===== src/rtl/otter_bus_pkg.sv =====
// ---------------------------------------------------------------------------
// otter_bus_pkg
// Shared types and constants for the OTTER system bus router.
//   router_state_t       : router FSM states
//   OTTER_SLV_BASE_DEF   : default slave base addresses (slave i in slice i)
//   OTTER_SLV_MASK_DEF   : default slave address masks  (slave i in slice i)
//   otter_idx_w()        : slave index width, $clog2(n) with a minimum of 1
//   slv_idx_t            : slave index type for the default 4-slave map
// ---------------------------------------------------------------------------
package otter_bus_pkg;

  typedef enum logic [2:0] {
    IDLE = 3'd0,
    REQ  = 3'd1,
    RESP = 3'd2,
    DONE = 3'd3,
    ERR  = 3'd4
  } router_state_t;

  localparam int unsigned OTTER_NUM_SLAVES_DEF = 4;

  // Slice 0 (least significant) belongs to slave 0:
  //   0: SRAM   0x0000_0000 / 64 KiB
  //   1: SRAM   0x0001_0000 / 64 KiB
  //   2: MMIO   0x1100_0000 /  4 KiB
  //   3: MMIO   0x1200_0000 /  4 KiB
  localparam logic [4*32-1:0] OTTER_SLV_BASE_DEF = {
    32'h1200_0000, 32'h1100_0000, 32'h0001_0000, 32'h0000_0000
  };
  localparam logic [4*32-1:0] OTTER_SLV_MASK_DEF = {
    32'hFFFF_F000, 32'hFFFF_F000, 32'hFFFF_0000, 32'hFFFF_0000
  };

  function automatic int unsigned otter_idx_w(input int unsigned n);
    return (n <= 1) ? 1 : $clog2(n);
  endfunction

  typedef logic [otter_idx_w(OTTER_NUM_SLAVES_DEF)-1:0] slv_idx_t;

endpackage


===== src/rtl/otter_addr_decode.sv =====
// ---------------------------------------------------------------------------
// otter_addr_decode
// Combinational priority address decoder. Slave i matches when
// (addr & mask_i) == base_i; if several windows match, the lowest index wins.
//   addr_i : request address
//   hit_o  : at least one window matched
//   idx_o  : index of the lowest matching slave (0 when no hit)
// ---------------------------------------------------------------------------
module otter_addr_decode
  import otter_bus_pkg::*;
#(
  parameter int unsigned NUM_SLAVES = 4,
  parameter int unsigned ADDR_W     = 32,
  parameter logic [NUM_SLAVES*ADDR_W-1:0] SLV_BASE = OTTER_SLV_BASE_DEF,
  parameter logic [NUM_SLAVES*ADDR_W-1:0] SLV_MASK = OTTER_SLV_MASK_DEF,
  parameter int unsigned IDX_W      = otter_idx_w(NUM_SLAVES)
) (
  input  logic [ADDR_W-1:0] addr_i,
  output logic              hit_o,
  output logic [IDX_W-1:0]  idx_o
);

  logic [NUM_SLAVES-1:0] match;

  genvar gi;
  generate
    for (gi = 0; gi < NUM_SLAVES; gi++) begin : g_win
      assign match[gi] =
        ((addr_i & SLV_MASK[gi*ADDR_W +: ADDR_W]) == SLV_BASE[gi*ADDR_W +: ADDR_W]);
    end
  endgenerate

  assign hit_o = |match;

  // Scan from the top down so the lowest matching index is the last writer.
  always_comb begin
    idx_o = '0;
    for (int i = NUM_SLAVES - 1; i >= 0; i--) begin
      if (match[i]) idx_o = IDX_W'(i);
    end
  end

endmodule


===== src/rtl/otter_bus_router.sv =====
// ---------------------------------------------------------------------------
// otter_bus_router
// Single-master, N-slave router for the OTTER system bus. One transaction
// may be outstanding. The request is registered on acceptance, forwarded to
// exactly one slave selected by base/mask decode, and the slave response is
// returned on a one-cycle m_rvalid strobe. Decode misses return m_err.
//
// Ports:
//   clk, rst                   clock, synchronous active-high reset
//   m_req/m_ready              master request handshake
//   m_addr/m_we/m_wdata/m_be   master request fields
//   m_rvalid/m_rdata/m_err     master response (rdata is 0 on writes/errors)
//   s_req                      one-hot slave request
//   s_addr/s_we/s_wdata/s_be   registered request, shared by all slaves
//   s_ready/s_rvalid/s_err     per-slave handshake and response flags
//   s_rdata                    per-slave read data, slave i in slice i
//
// Build option: define OTTER_ROUTER_TIMEOUT_EN to return an error once a
// slave has not responded within TIMEOUT_CYC cycles of entering REQ.
// Limitation: a stale response arriving during a later transaction to the
// same slave cannot be told apart from the real one.
// ---------------------------------------------------------------------------
module otter_bus_router
  import otter_bus_pkg::*;
#(
  parameter int unsigned NUM_SLAVES  = 4,
  parameter int unsigned ADDR_W      = 32,
  parameter int unsigned DATA_W      = 32,
  parameter logic [NUM_SLAVES*ADDR_W-1:0] SLV_BASE = OTTER_SLV_BASE_DEF,
  parameter logic [NUM_SLAVES*ADDR_W-1:0] SLV_MASK = OTTER_SLV_MASK_DEF,
  parameter int unsigned TIMEOUT_CYC = 255
) (
  input  logic                         clk,
  input  logic                         rst,
  // master side
  input  logic                         m_req,
  output logic                         m_ready,
  input  logic [ADDR_W-1:0]            m_addr,
  input  logic                         m_we,
  input  logic [DATA_W-1:0]            m_wdata,
  input  logic [DATA_W/8-1:0]          m_be,
  output logic                         m_rvalid,
  output logic [DATA_W-1:0]            m_rdata,
  output logic                         m_err,
  // slave side
  output logic [NUM_SLAVES-1:0]        s_req,
  output logic [ADDR_W-1:0]            s_addr,
  output logic                         s_we,
  output logic [DATA_W-1:0]            s_wdata,
  output logic [DATA_W/8-1:0]          s_be,
  input  logic [NUM_SLAVES-1:0]        s_ready,
  input  logic [NUM_SLAVES-1:0]        s_rvalid,
  input  logic [NUM_SLAVES*DATA_W-1:0] s_rdata,
  input  logic [NUM_SLAVES-1:0]        s_err
);

  localparam int unsigned IDX_W = otter_idx_w(NUM_SLAVES);

  router_state_t       state_q, state_d;
  logic [ADDR_W-1:0]   addr_q;
  logic                we_q;
  logic [DATA_W-1:0]   wdata_q;
  logic [DATA_W/8-1:0] be_q;
  logic [IDX_W-1:0]    sel_q;
  logic                hit_q;
  logic [DATA_W-1:0]   rdata_q;
  logic                err_q;

  logic                dec_hit;
  logic [IDX_W-1:0]    dec_idx;
  logic                accept;
  logic                capture;
  logic                req_active;
  logic                timeout_hit;

  otter_addr_decode #(
    .NUM_SLAVES (NUM_SLAVES),
    .ADDR_W     (ADDR_W),
    .SLV_BASE   (SLV_BASE),
    .SLV_MASK   (SLV_MASK),
    .IDX_W      (IDX_W)
  ) u_decode (
    .addr_i (m_addr),
    .hit_o  (dec_hit),
    .idx_o  (dec_idx)
  );

  assign accept = (state_q == IDLE) && m_req;

  // The decode result is registered with the request and acted on in REQ:
  // a miss leaves REQ straight for ERR without ever raising s_req, which
  // puts the error strobe two cycles after acceptance.
  assign req_active = (state_q == REQ) && hit_q;

  // Response capture also covers s_rvalid arriving together with s_ready.
  assign capture = s_rvalid[sel_q] &&
                   ((req_active && s_ready[sel_q]) || (state_q == RESP));

`ifdef OTTER_ROUTER_TIMEOUT_EN
  localparam int unsigned CNT_W = (TIMEOUT_CYC < 2) ? 1 : $clog2(TIMEOUT_CYC + 1);

  logic [CNT_W-1:0] cnt_q;
  logic [CNT_W-1:0] cnt_inc;

  assign cnt_inc     = cnt_q + 1'b1;
  assign timeout_hit = (cnt_inc == CNT_W'(TIMEOUT_CYC));

  always_ff @(posedge clk) begin
    if (rst) begin
      cnt_q <= '0;
    end else if (accept) begin
      cnt_q <= '0;
    end else if ((state_q == REQ) || (state_q == RESP)) begin
      cnt_q <= cnt_inc;
    end
  end
`else
  assign timeout_hit = 1'b0;
`endif

  always_comb begin
    state_d = state_q;
    case (state_q)
      IDLE: begin
        if (m_req) state_d = REQ;
      end
      REQ: begin
        if (!hit_q) begin
          state_d = ERR;
        end else if (s_ready[sel_q]) begin
          state_d = s_rvalid[sel_q] ? DONE : RESP;
        end else if (timeout_hit) begin
          state_d = ERR;
        end
      end
      RESP: begin
        if (s_rvalid[sel_q]) begin
          state_d = DONE;
        end else if (timeout_hit) begin
          state_d = ERR;
        end
      end
      DONE:    state_d = IDLE;
      ERR:     state_d = IDLE;
      default: state_d = IDLE;
    endcase
  end

  always_ff @(posedge clk) begin
    if (rst) begin
      state_q <= IDLE;
      addr_q  <= '0;
      we_q    <= 1'b0;
      wdata_q <= '0;
      be_q    <= '0;
      sel_q   <= '0;
      hit_q   <= 1'b0;
      rdata_q <= '0;
      err_q   <= 1'b0;
    end else begin
      state_q <= state_d;
      if (accept) begin
        addr_q  <= m_addr;
        we_q    <= m_we;
        wdata_q <= m_wdata;
        be_q    <= m_be;
        sel_q   <= dec_idx;
        hit_q   <= dec_hit;
      end
      if (capture) begin
        rdata_q <= s_rdata[sel_q*DATA_W +: DATA_W];
        err_q   <= s_err[sel_q];
      end
    end
  end

  genvar gi;
  generate
    for (gi = 0; gi < NUM_SLAVES; gi++) begin : g_sreq
      assign s_req[gi] = req_active && (sel_q == IDX_W'(gi));
    end
  endgenerate

  assign s_addr  = addr_q;
  assign s_we    = we_q;
  assign s_wdata = wdata_q;
  assign s_be    = be_q;

  assign m_ready  = (state_q == IDLE);
  assign m_rvalid = (state_q == DONE) || (state_q == ERR);
  assign m_err    = (state_q == ERR) || ((state_q == DONE) && err_q);
  assign m_rdata  = ((state_q == DONE) && !we_q && !err_q) ? rdata_q : '0;

endmodule


===== config.mk =====
export PLATFORM = sky130hd
export DESIGN_NAME = otter_bus_router
export DESIGN_NICKNAME = d
export VERILOG_FILES = /design/src/rtl/otter_bus_pkg.sv /design/src/rtl/otter_addr_decode.sv /design/src/rtl/otter_bus_router.sv
export SDC_FILE = /design/constraint.sdc
export NUM_CORES = 1
export LEC_CHECK = 0
export CAP_MARGIN = 30
export CORE_AREA = 2 2 125 127
export DETAILED_ROUTE_END_ITERATION = 6
export DIE_AREA = 0 0 127 129
export PLACE_DENSITY_LB_ADDON = 0.2
export RECOVER_POWER = 50
export REMOVE_ABC_BUFFERS = 1
export SLEW_MARGIN = 20
export SYNTH_ARGS = -nofsm -noshare
export SYNTH_HDL_FRONTEND = slang
export SYNTH_SLANG_ARGS = --single-unit

===== constraint.sdc =====
create_clock -name clk -period 2 [get_ports clk]
set_input_delay 0.4 -clock clk [delete_from_list [all_inputs] [get_ports clk]]
set_output_delay 0.4 -clock clk [all_outputs]
set_load 0.1 [all_outputs]

==> run summary <==
Combinational logic is responsible for 31.0% of the overall power. The worst setup path is launched from a flop. Synthesis handed over a netlist of 582 instances. The number of different library cells in the post-synthesis netlist came out at 35.

The slowest stage of the critical path belongs to the cell dfxtp_4. The number of nets in the final layout is 1,104. The run finished, with violations left.

The number of top-level pins is between 300 and 400. The number of synthesized flops with an enable pin came out at 0. The via density per instance came out at 5.08.

The later-pin clock latency in the skew report is approximately 0.35 ns. TritonCTS created 9 clock buffers. The leakage power came out at about 3.5 nW.

Summed over all failing endpoints, the final setup total negative slack is -2.78 ns. The overall fraction of global-route tracks in use is 21.6%. The maximum fanout along the worst path came out at 8. The total power draw is 0.00596 W.

The shortest period the worst path allows is 2.11 ns. The clock tree from TritonCTS is yes. The per-cell routed wire length came out at 16.9 um. The fraction of registers with async set or reset after synthesis is 0%. After the first detailed-routing iteration, the DRC count stood at about 320. The utilization after layout is around 62%. The CTS H-tree depth came out at 3. The share of total power dissipated in sequential elements is 39.0%. CTS placed an instance of clkbuf_16 at the clock tree root. The pre-antenna-repair detailed-routing pass consisted of 5 iterations.

In the synthesized netlist the dominant register cell turns out to be dfxtp_1. The arrival time of the worst setup path came out at 1.71 ns. The total core area is 0.0150 mm2. For this block, the via count after detailed routing is between 5,000 and 6,000. The smallest setup slack after layout came out at -0.107 ns.

The via count of the first global-routing pass is 5,628. The highest attainable clock frequency is 475 MHz. The worst setup path is captured at a primary output. The die span in x is 127 um. Sequential cells were found to cover 41.7% of the synthesized design area. The minimum setup slack after placement came out at -0.116 ns. After global routing the overflow that remains totals 0. The first global-routing pass estimated between 20 and 30 mm of wire. The final setup violation count is 33. The kind of critical path is flop to primary output. IR analysis of the VDD net gives a maximum drop of 0.379 mV. The checks that failed: negative setup slack. The filler cell count is about 1,300. The post-CTS clock slew at the launch and capture registers of the worst setup and hold paths is 0.08 ns. The die extent in y is roughly 130 um. The delay of the slowest cell on the worst path is 0.36 ns.

The smallest hold slack is 0.454 ns. The initial antenna violation count came to 1. Relative to the synthesized area, the layout overhead comes to 78.9%. In the final layout, the share of cells above drive strength 1 is 30.5%. Once detail routing completed, the nets flagged for antenna violations numbered 0. The routed wire length is approximately 18 mm.

The share of the cycle needed by the critical path after routing is 105%. Setup repair after global routing could not meet its margin everywhere. The actual transition at the worst max-transition pin is 0.596 ns.

The critical path goes through nor2b_4 > nand2_2 > nor3_4 > buf_12 > clkbuf_16 > and2_4 > buf_12. The largest net degree at the start of global routing came out at 109. The most numerous cell type found on the critical path is buf_12. The path category of the worst min-delay check is flop to flop. Once the floorplan was initialized, standard cells occupied 34.6% of the core. For this design the ratio of total power to cell area is between 600 and 700 mW/mm2. The critical path required time came out at 1.60 ns.

The share of total power dissipated in the clock network is a little under a third. The internal portion of the total power is 0.00386 W. The total number of placement rows came out at 45.

Sorting the synthesized cells by area gives the leading types as dfxtp_1, mux4_2, nand2_1. The fraction of synthesized cell area taken by the top area cell type came out at 41.7%. The switching power of the nets came out at 0.00210 W. The hold violation count in the final report is 0. The total standard cell area after synthesis came out at 0.00519 mm2.

The longest clock path from root to sink contains 2 buffers. The final routed DRC violation total came out at 0. The mean instance size in the synthesized netlist came out at 8.92 um2.

Buffers placed on the I/O ports in this run total 319. The count of final max-slew check failures is 0. The count of clock tree sinks is 108. The wire-length estimate of the detail-placed layout is 13.6 mm.

The total of warnings raised by yosys is 0. The final weighted congestion in routability-driven placement came out at 0.795. The switching share of total power came out at 35.2%.

The number of maximum-capacitance violations came out at 0. The headroom to the max-slew limit came out at 60.2%. dfxtp_1 takes more of the synthesized area than any other cell. Clock skew on the completed layout was measured at 0.00845 ns.

The count of state elements after synthesis came out at 108. The die outline area is 0.0164 mm2.
cell usage in the layout (no fill, tap or decap), types with 3 or more instances in the layout:
cell type	instances
dfxtp_2	3
buf_12	47
a21oi_1	77
nor3_1	3
nor4_1	3
mux4_2	34
o21ai_1	29
buf_4	20
o21ai_2	4
nand3_1	36
a21oi_2	29
nand2_1	142
dfxtp_1	103
clkbuf_2	69
nor2_1	4
clkdlybuf4s50_1	210
clkbuf_16	10
and2_4	32
stage by stage:
stage	instances	cell area, um2
after global routing	1086	9280
after detailed placement	1061	8890
after global placement	1061	8890
final	1086	9280
after floorplan	529	4930
after CTS	1083	9420
cell type report:
class                           count  area [um2]  share of cell area (%)
Multi-Input combinational cell    420        2920                    31.5
Timing Repair Buffer              352        3640                    39.2
Clock inverter                      6        65.1                   0.701
Antenna cell                        1        2.50                  0.0270
Tap cell                          188         235                    2.53
Sequential cell                   108        2170                    23.4
Clock buffer                       10         239                    2.58
Inverter                            1        3.75                  0.0404
worst max-delay path, delay by kind of cell, from the launching register on:
family	cells	cell delay, ns
AND/OR/NAND/NOR	4	0.50
buffers and inverters	3	0.50
flip-flops	1	0.36
state kept, by name (all words and copies together) (netlist names):
| name | cells |
|---|---|
| err_q | 1 |
| hit_q | 1 |
| rdata_q | 32 |
| s_addr | 32 |
| s_be | 4 |
| s_wdata | 32 |
| s_we | 1 |
| sel_q | 2 |
| state_q | 3 |
final timing paths:
path	from	to	slack (ns)	cells past startpoint
max	state_q[2]	m_rdata[13]	-0.11	7
min	hit_q	state_q[2]	0.45	1
max reg2reg	state_q[2]	rdata_q[17]	0.13	7
min reg2reg	hit_q	state_q[2]	0.45	1
cells in the mapped netlist, types with 4 or more instances:
cell and n:
a21oi_1 77, clkbuf_1 30, o21ai_1 29, dfxtp_1 108, and2_1 32, buf_6 5
nor3_1 4, mux4_2 34, o21ai_2 4, a21oi_2 29, nand2_1 144, buf_2 14
nand3_1 36, nor2_1 5, clkbuf_2 4
cells by family after synthesis:
logic type | Yosys count | share of synthesized area [%]
DFF | 108 | 41.7
and+or+nand+nor | 237 | 20.9
muxes | 38 | 15.6
AOI/OAI and AO/OA | 144 | 16.7
buffers and inverters | 54 | 5.06
xor gates and xnor gates | 1 | 0.169
power groups by stage:
stage | Clock, W | Combinational, W | Sequential, W
final | 0.00179 | 0.00185 | 0.00232
after global routing | 0.00193 | 0.00194 | 0.00234
after CTS | 0.00184 | 0.00192 | 0.00232
after detailed placement | 0 | 0.00191 | 0.00237
after global placement | 0 | 0.00189 | 0.00237
after floorplan | 0 | 0.000416 | 0.00306
repair_timing:
item                       4_1_cts  5_1_grt
pin swaps                       14       19
hold endpoints to repair         0        0
setup buffers                    4        1
resized for setup               48        5
setup endpoints to repair       36       37
hold buffers                     0        0
gates cloned                     2        1
layer usage:
metal | routed length (um) | GRT usage (%) | vias to the layer above | part of all wire (%)
met5 | 0 | 0 | - | 0
met4 | 321 | 7.56 | 0 | 1.8
met3 | 1990 | 8.90 | 23 | 11
met2 | 9150 | 38.3 | 254 | 50
met1 | 6870 | 23.4 | 2583 | 37
li1 | - | - | 2652 | -
(Power assumes the default switching activity.)
